## src/rtl/haar_cascade_pkg.sv

```systemverilog
// haar_cascade_pkg: FSM states and cascade memory-layout helpers for the parameter sequencer.
package haar_cascade_pkg;
   typedef enum logic [1:0] {IDLE, STREAM, WAIT_RESULT, DONE} state_t;
   function automatic int stage_count(input logic [127:0] counts, input int s);
      return int'(counts[s*8 +: 8]);
   endfunction
   function automatic int stage_size(input logic [127:0] counts, input int s, input int np, input int nt);
      return stage_count(counts, s) * np + nt;
   endfunction
   function automatic int stage_base(input logic [127:0] counts, input int s, input int np, input int nt);
      int b = 0;
      for (int i = 0; i < s; i++) b += stage_size(counts, i, np, nt);
      return b;
   endfunction
endpackage

```

## src/rtl/haar_cascade_param_sequencer_rom.sv

```systemverilog
// cascade_param_rom: single-port synchronous cascade ROM, 1-cycle latency, output held while rden is low.
// Contents are an address-derived image; an empty image name gives a blank ROM.
module cascade_param_rom #(
   parameter int AW = 14,
   parameter int DW = 12,
   parameter FILE_CASCADE_MEM = "cascade.mif"
) (
   input  logic          clk,
   input  logic          rst,
   input  logic          rden,
   input  logic [AW-1:0] addr,
   output logic [DW-1:0] q
);
   localparam bit BLANK = FILE_CASCADE_MEM == "";
   always_ff @(posedge clk)
      if (rst) q <= '0;
      else if (rden) q <= BLANK ? '0 : DW'(addr * AW'(7) + AW'(13));
endmodule

```

## src/rtl/haar_cascade_param_sequencer.sv

```systemverilog
// haar_cascade_param_sequencer: streams each cascade stage's parameters and thresholds, exits on first failed stage.
// Optional HAAR_SEQ_PERF_CNT_EN adds stall and verdict counters.
module haar_cascade_param_sequencer
   import haar_cascade_pkg::*;
#(
   parameter int NUM_STAGES = 8,
   parameter int ADDR_WIDTH = 12,
   parameter int ROM_ADDR_WIDTH = 14,
   parameter int DATA_WIDTH_12 = 12,
   parameter int NUM_PARAM_PER_CLASSIFIER = 18,
   parameter int NUM_STAGE_THRESHOLD = 3,
   parameter logic [NUM_STAGES*8-1:0] CLASSIFIER_COUNTS = {8'd99, 8'd91, 8'd83, 8'd72, 8'd62, 8'd53, 8'd52, 8'd32},
   parameter FILE_CASCADE_MEM = "cascade.mif"
) (
   input  logic                     clk_fpga,
   input  logic                     reset_fpga,
   input  logic                     i_start,
   input  logic                     i_abort,
   output logic                     o_valid,
   input  logic                     i_ready,
   output logic [DATA_WIDTH_12-1:0] o_data,
   output logic [ADDR_WIDTH-1:0]    o_stage_index,
   output logic [ADDR_WIDTH-1:0]    o_classifier_index,
   output logic [ADDR_WIDTH-1:0]    o_param_index,
   output logic                     o_is_threshold,
   output logic                     o_last_word,
   input  logic                     i_result_valid,
   input  logic                     i_result_pass,
   output logic                     o_busy,
   output logic                     o_done,
   output logic                     o_face_detected,
   output logic [ADDR_WIDTH-1:0]    o_fail_stage
`ifdef HAAR_SEQ_PERF_CNT_EN
  ,output logic [31:0]              o_stall_cycles,
   output logic [ADDR_WIDTH-1:0]    o_stages_evaluated
`endif
);
   localparam int NP = NUM_PARAM_PER_CLASSIFIER;
   localparam int NT = NUM_STAGE_THRESHOLD;
   localparam int SW = NUM_STAGES > 1 ? $clog2(NUM_STAGES) : 1;
   localparam int LW = ROM_ADDR_WIDTH + 1;
   localparam logic [127:0] CNT = 128'(CLASSIFIER_COUNTS);
   localparam int TOTAL = stage_base(CNT, NUM_STAGES, NP, NT);

   if (TOTAL > 2**ROM_ADDR_WIDTH) begin : g_rom_overflow
      $error("cascade image does not fit the ROM address space");
   end

   logic [7:0]                cnt_tbl  [2**SW];
   logic [LW-1:0]             size_tbl [2**SW];
   logic [ROM_ADDR_WIDTH-1:0] base_tbl [2**SW];
   for (genvar s = 0; s < 2**SW; s++) begin : g_tbl
      assign cnt_tbl[s]  = 8'(stage_count(CNT, s));
      assign size_tbl[s] = LW'(stage_size(CNT, s, NP, NT));
      assign base_tbl[s] = ROM_ADDR_WIDTH'(stage_base(CNT, s, NP, NT));
   end

   state_t                    state;
   logic [SW-1:0]             stg, ns;
   logic [ROM_ADDR_WIDTH-1:0] addr;
   logic [LW-1:0]             left;
   logic [ADDR_WIDTH-1:0]     nxt_cls, nxt_param;
   logic                      nxt_thr, accept, rden, start_ok, verdict, last_stage, load;

   assign accept     = o_valid && i_ready;
   assign rden       = state == STREAM && !i_abort && (!o_valid || i_ready) && left != '0;
   assign start_ok   = state == IDLE && i_start && !i_abort;
   assign verdict    = state == WAIT_RESULT && i_result_valid && !i_abort;
   assign last_stage = stg == SW'(NUM_STAGES - 1);
   assign load       = start_ok || (verdict && i_result_pass && !last_stage);
   assign ns         = start_ok ? '0 : stg + SW'(1);
   assign o_busy        = state != IDLE;
   assign o_stage_index = ADDR_WIDTH'(stg);

   cascade_param_rom #(.AW(ROM_ADDR_WIDTH), .DW(DATA_WIDTH_12), .FILE_CASCADE_MEM(FILE_CASCADE_MEM)) u_rom (
      .clk(clk_fpga), .rst(reset_fpga), .rden(rden), .addr(addr), .q(o_data)
   );

   always_ff @(posedge clk_fpga)
      if (reset_fpga) begin
         state <= IDLE;
         stg <= '0;
         addr <= '0;
         left <= '0;
         nxt_cls <= '0;
         nxt_param <= '0;
         nxt_thr <= 1'b0;
         o_valid <= 1'b0;
         o_done <= 1'b0;
         o_face_detected <= 1'b0;
         o_fail_stage <= '0;
         o_classifier_index <= '0;
         o_param_index <= '0;
         o_is_threshold <= 1'b0;
         o_last_word <= 1'b0;
      end else begin
         o_done <= 1'b0;
         if (load) begin
            stg <= ns;
            addr <= base_tbl[ns];
            left <= size_tbl[ns];
            nxt_cls <= '0;
            nxt_param <= '0;
            nxt_thr <= cnt_tbl[ns] == 8'd0;
         end
         // index outputs are loaded together with the word they describe
         if (rden) begin
            o_valid <= 1'b1;
            addr <= addr + ROM_ADDR_WIDTH'(1);
            left <= left - LW'(1);
            o_classifier_index <= nxt_cls;
            o_param_index <= nxt_param;
            o_is_threshold <= nxt_thr;
            o_last_word <= left == LW'(1);
            if (!nxt_thr && nxt_param == ADDR_WIDTH'(NP - 1)) begin
               nxt_param <= '0;
               nxt_cls <= nxt_cls + ADDR_WIDTH'(1);
               nxt_thr <= nxt_cls + ADDR_WIDTH'(1) == ADDR_WIDTH'(cnt_tbl[stg]);
            end else nxt_param <= nxt_param + ADDR_WIDTH'(1);
         end else if (accept) o_valid <= 1'b0;
         case (state)
            IDLE: if (start_ok) begin
               state <= STREAM;
               o_face_detected <= 1'b0;
               o_fail_stage <= '0;
            end
            STREAM: if (i_abort) begin
               state <= IDLE;
               o_valid <= 1'b0;
            end else if (accept && o_last_word) state <= WAIT_RESULT;
            WAIT_RESULT: if (i_abort) state <= IDLE;
            else if (verdict) begin
               state <= load ? STREAM : DONE;
               if (!load) begin
                  o_done <= 1'b1;
                  o_face_detected <= i_result_pass;
                  o_fail_stage <= i_result_pass ? '0 : ADDR_WIDTH'(stg);
               end
            end
            default: state <= IDLE;
         endcase
      end

`ifdef HAAR_SEQ_PERF_CNT_EN
   always_ff @(posedge clk_fpga)
      if (reset_fpga || start_ok) begin
         o_stall_cycles <= '0;
         o_stages_evaluated <= '0;
      end else begin
         if (o_valid && !i_ready && !(&o_stall_cycles)) o_stall_cycles <= o_stall_cycles + 32'd1;
         if (verdict && !(&o_stages_evaluated)) o_stages_evaluated <= o_stages_evaluated + ADDR_WIDTH'(1);
      end
`endif
endmodule
```

## config.mk

```make
export PLATFORM = sky130hd
export DESIGN_NAME = haar_cascade_param_sequencer
export DESIGN_NICKNAME = d
export VERILOG_FILES = /design/src/rtl/haar_cascade_pkg.sv /design/src/rtl/haar_cascade_param_sequencer_rom.sv /design/src/rtl/haar_cascade_param_sequencer.sv
export SDC_FILE = /design/constraint.sdc
export NUM_CORES = 1
export LEC_CHECK = 0
export CAP_MARGIN = 15
export CORE_ASPECT_RATIO = 0.8
export CORE_MARGIN = 2
export CORE_UTILIZATION = 53
export CTS_BUF_LIST = sky130_fd_sc_hd__clkbuf_4
export DETAILED_ROUTE_END_ITERATION = 6
export GPL_TIMING_DRIVEN = 0
export PLACE_DENSITY = 0.79
export SYNTH_ARGS = -nofsm -noshare
export SYNTH_HDL_FRONTEND = slang
export SYNTH_HIERARCHICAL = 1
export SYNTH_SLANG_ARGS = --single-unit
```

## constraint.sdc

```tcl
create_clock -name clk_fpga -period 2.5 [get_ports clk_fpga]
set_input_delay 0.25 -clock clk_fpga [delete_from_list [all_inputs] [get_ports clk_fpga]]
set_output_delay 0.25 -clock clk_fpga [all_outputs]
set_load 0.01 [all_outputs]
```

# Word level (Yosys, flattened, before mapping)

Memories as Yosys holds them, arrays and structs flattened.
Index checks and enable logic that the tools add are counted.

Bitwise gates (word level): 4
Add/subtract/negate cells: 6
$mul: 1
Mux-type cells: 45
$lt $le $gt $ge: 2
Equal/unequal tests: 12
Reductions and logical operators: 27

Operators with widths:

| kind                    | count |
|---|---|
| $mux W12                | 10 |
| $mux W15                | 4 |
| $mux W14                | 4 |
| $mux W8                 | 4 |
| $add A12 B1 Y12 const B | 2 |
| $pmux W12 S2            | 1 |
| $eq A15 B1 Y1 const B   | 1 |
| $reduce_bool A15 Y1     | 1 |
| $sub A15 B1 Y15 const B | 1 |
| $add A14 B1 Y14 const B | 1 |
| $mul A14 B3 Y12 const B | 1 |
| $add A12 B4 Y12 const B | 1 |
| $eq A12 B5 Y1 const B   | 1 |
| $eq A12 B8 Y1           | 1 |
| $logic_and A1 B1 Y1     | 12 |
| $mux W1                 | 12 |
| $mux W2                 | 6 |
| $ge A4 B4 Y1 const B    | 2 |
| $logic_not A8 Y1        | 1 |
| $ne A2 B2 Y1 const B    | 4 |
| $not A3 Y4              | 2 |
| $mux W3                 | 2 |
| $pmux W2 S3             | 1 |
| $reduce_bool A2 Y1      | 3 |
| other kinds (14)        | 19 |

Bits in registers: 112
Bits in read-only memories: 360
Output and inout bits: 66
Memories: 4

Memories:

| memory           | words | width | read ports | clocked after Yosys merged registers in | write ports | line                                | RTL |
|---|---|---|---|---|---|---|---|
| (name not given) | 8     | 15    | 1          | 0                                       | 0           | haar_cascade_param_sequencer.sv:101 | `left <= size_tbl[ns];` |
| (name not given) | 8     | 14    | 1          | 0                                       | 0           | haar_cascade_param_sequencer.sv:100 | `addr <= base_tbl[ns];` |
| (name not given) | 8     | 8     | 1          | 0                                       | 0           | haar_cascade_param_sequencer.sv:118 | `nxt_thr <= nxt_cls + ADDR_WIDTH'(1) == ADDR_WIDTH'(cnt_tbl[stg]);` |
| (name not given) | 8     | 8     | 1          | 0                                       | 0           | haar_cascade_param_sequencer.sv:104 | `nxt_thr <= cnt_tbl[ns] == 8'd0;` |

# Depth between registers and ports, before layout

Gate-level depths: netlist (run 1).

Depth after elaboration: 12
Mapped depth: 11
Depth with buffers taken out: 10

# Hierarchy

The synthesis (run 1) kept the hierarchy.

By module, submodules not included:

| module                       | area each (um2) | cells each | seq. area each (um2) | instances |
|---|---|---|---|---|
| haar_cascade_param_sequencer | 5032.3          | 629        | 1821.7               | 1 |
| cascade_param_rom            | 1242.4          | 143        | 240.2                | 1 |

# Worst setup path after synthesis (run 1)

No wires, ideal clock.

Path type: register to register
Start point: register addr[3]
End point: register u_rom.q[11]
Required time: 2409 ps
Clock period less this slack: 2749 ps
Arrival time: 2658 ps
Library setup time: 91 ps
Slack: -249 ps
Path buffers: 0
Cell stages (with the launch flop): 11
Cells stage by stage: dfxtp_1 inv_1 fa_1 inv_1 ha_1 ha_1 a21o_1 a21oi_2 a21oi_1 or3_1 a311oi_1

Longest elaborated chain between the ends: 2

Ends and longest elaborated chain:

| what                   | line                                   | RTL |
|---|---|---|
| from (decl)            | haar_cascade_param_sequencer.sv:60     | `logic [ROM_ADDR_WIDTH-1:0] addr;` |
| from (signal assigned) | haar_cascade_param_sequencer.sv:100    |  |
| from (signal assigned) | haar_cascade_param_sequencer.sv:109    | `addr <= addr + ROM_ADDR_WIDTH'(1);` |
| $mul A14 B3 Y12        | haar_cascade_param_sequencer_rom.sv:17 | `else if (rden) q <= BLANK ? '0 : DW'(addr * AW'(7) + AW'(13));` |
| $add A12 B4 Y12        | haar_cascade_param_sequencer_rom.sv:17 |  |
| to (signal assigned)   | haar_cascade_param_sequencer_rom.sv:17 |  |
| to (decl)              | haar_cascade_param_sequencer_rom.sv:12 | `output logic [DW-1:0] q` |

Every way passes these cells.
A chain may end at the register's enable or synchronous reset.

# Final worst setup path (run 1)

Start point: register addr[6]
End point: register u_rom.q[11]

The elaborated chain is that of the path after synthesis.

==> results of run 1 <==
## per-stage QoR
step / total power [mW] / worst slack, ps / hold slack (ps) / std cells / cell area (um2)
after global routing: 3.59 / -195 / 100 / 1026 / 7720
after floorplan: 2.24 / -15.8 / 328 / 779 / 6340
after detailed placement: 2.41 / -967 / 444 / 980 / 7060
after global placement: 2.39 / -924 / 433 / 980 / 7060
after CTS: 3.36 / -36.8 / 97.6 / 1012 / 7480
final: 3.44 / -140 / 105 / 1026 / 7720
## power breakdown
group,internal [mW],switching [mW]
combinational,0.383,0.481
clock,0.315,0.574
sequential,1.65,0.0406
total,2.35,1.10
## sequential cells by signal, summed over array words and instances (netlist names), 3 cells and up
register,count
o_classifier_index,12
o_param_index,12
stg,3
u_rom/q,12
addr,12
o_fail_stage,3
left,15
nxt_param,12
nxt_cls,12
## per-layer routing
layer / vias up / part of all wire, % / global-route usage [%]
met5: - / 0 / 0
met4: 0 / 2.6 / 8.73
met3: 49 / 8.6 / 5.36
met2: 281 / 46 / 44.7
met1: 2838 / 43 / 35.7
li1: 2880 / - / -
## area by class of cell
cell class,count,share of cell area [%]
Tap cell,148,2.40
Sequential cell,101,26.8
Clock inverter,6,0.811
Multi-Input combinational cell,583,52.8
Timing Repair Buffer,85,10.1
Clock buffer,10,0.973
Inverter,41,2.17
Buffer,52,3.97
## timing repair
item | 4_1_cts | 5_1_grt
endpoints found under the setup margin | 26 | 47
resized for setup | 37 | 38
pin swaps | 16 | 12
setup buffers | 16 | 16
## path summary, 6_finish.rpt
check	depth (start not counted)	startpoint	to
setup / recovery	8	addr[6]	u_rom/q[11]
hold / removal	2	i_abort	state[1]
hold reg to reg	2	left[14]	left[14]
setup reg to reg	8	addr[6]	u_rom/q[11]
## worst max-delay path: stages (launching register included)
cell	delay, ps
dfxtp_4	380
buf_12	120
fa_1	600
ha_4	230
ha_4	260
a21oi_2	190
o21ai_1	120
or3_1	370
a311oi_2	280
==> out/qor.log, run 1 <==
INFO  timing         finalMaxSlewViolations=0
INFO  clock_network  htree_levels=3
INFO  flow_run       cap_violations=0
INFO  final_layout   fin_util=67.5%
INFO  critical_path  reg2reg_setup_slack=-140ps
INFO  final_layout   flow.area_growth_from_synthesis=24.8%
INFO  placement      portBuffers=53
INFO  clock_network  holdBufCountCts=0
INFO  global_routing grt_antenna_before_repair=0
INFO  floorplan      num_rows=35
INFO  critical_path  critPathMaxFanout=5
INFO  critical_path  worst_setup_path_end_kind=register
INFO  final_layout   n_fill_cell=948
INFO  clock_network  cts_num_sinks=101
INFO  global_routing grt_util_all_layers=27.0%
INFO  yosys          syn-mean-instance-area=8.11um2
INFO  power          power_leakage=2.80nW
INFO  critical_path  worst-endpoint-arrival=3040ps
INFO  final_layout   n_antenna_cell=0
INFO  final_layout   layout.cells.most_common=nand2_1
INFO  timing         highest_attainable_clock_frequency=379MHz
INFO  timing         finalCritPeriodShare=106%
INFO  floorplan      die-width=125um
INFO  yosys          synth.cell_area=0.00618mm2
INFO  placement      gp_congestion=0.933
INFO  timing         worst_clock_skew=20.8ps
INFO  clock_network  cts-buffers-inserted=9
INFO  global_routing maximum_number_of_pins_on_one_net_before_global_route_repair=17
INFO  min_path       hp-class=in2reg
INFO  status         violations_in_the_final_reports=DRC, setup timing
INFO  final_layout   mostFrequentLayoutCells=87 x nand2_1, 85 x dfxtp_1, 75 x a21oi_1
INFO  route          drt-pass1-iter-count=7
INFO  floorplan      design.die.area=0.0126mm2
INFO  route          dr.first_iter.drc_count=603
INFO  clock_network  worstSkewPairLatency=490ps
INFO  route          post-route-drc-count=1
INFO  yosys          yosys_warnings=6
INFO  floorplan      placeableCoreArea=0.0114mm2
INFO  timing         final_period_minus_worst_setup_slack=2640ps
INFO  timing         setup-tns-final=-208ps
INFO  power          power.density_cell_area=446mW/mm2
INFO  clock_network  clkSlewWorstSetupHoldPaths=160ps
INFO  route          post_drt_wl_per_cell=16.9um
INFO  timing         slew-limit-headroom=52.8%
INFO  critical_path  startpoint_type_of_the_worst_setup_path=register
INFO  route          routed_via_density=5.89
INFO  clock_network  cts-root-buf=clkbuf_4
INFO  timing         worstMarginPinSlew=708ps
INFO  final_layout   multi_input_area=0.00407mm2
INFO  placement      dp.final_hpwl=11.9mm
INFO  timing         rsz0062_at_grt=yes
INFO  floorplan      dieHeight=101um
INFO  final_layout   final_net_count=928
INFO  power          irDropWorstVdd=0.000271V
INFO  route          routed_wl=17.3mm
INFO  clock_network  cts_tree=done
INFO  timing         final_count_of_hold_timing_violations=0
INFO  final_layout   fraction_of_final_layout_cells_sized_beyond_drive_strength_1=19.0%
INFO  final_layout   seqCellArea=0.00206mm2
INFO  global_routing grt_pass1_wl=27.9mm
INFO  critical_path  worstPathRequired=2910ps
INFO  clock_network  cts-root-to-sink-buffers=2
INFO  global_routing via_count_of_the_first_global_routing_pass=5,735
INFO  timing         layout_setup_ws=-140ps
INFO  timing         setup-violations-final=3
INFO  floorplan      initial_cell_density_of_the_core=54.1%
INFO  route          vias=6,048
INFO  yosys          post_synth_inst_count=762
INFO  route          ant_nets=0
INFO  status         outcome=finished, violations left
INFO  critical_path  crit_type=reg2reg
INFO  floorplan      ios=73
INFO  global_routing grt_overflow_total=0
(Power assumes the default switching activity.)
==> run 2: changes to the inputs <==
CTS_CLUSTER_DIAMETER = 200   (was unset)
==> results of run 2 <==
Same layout as run 1: the final DEF is identical, and so are final timing and power.
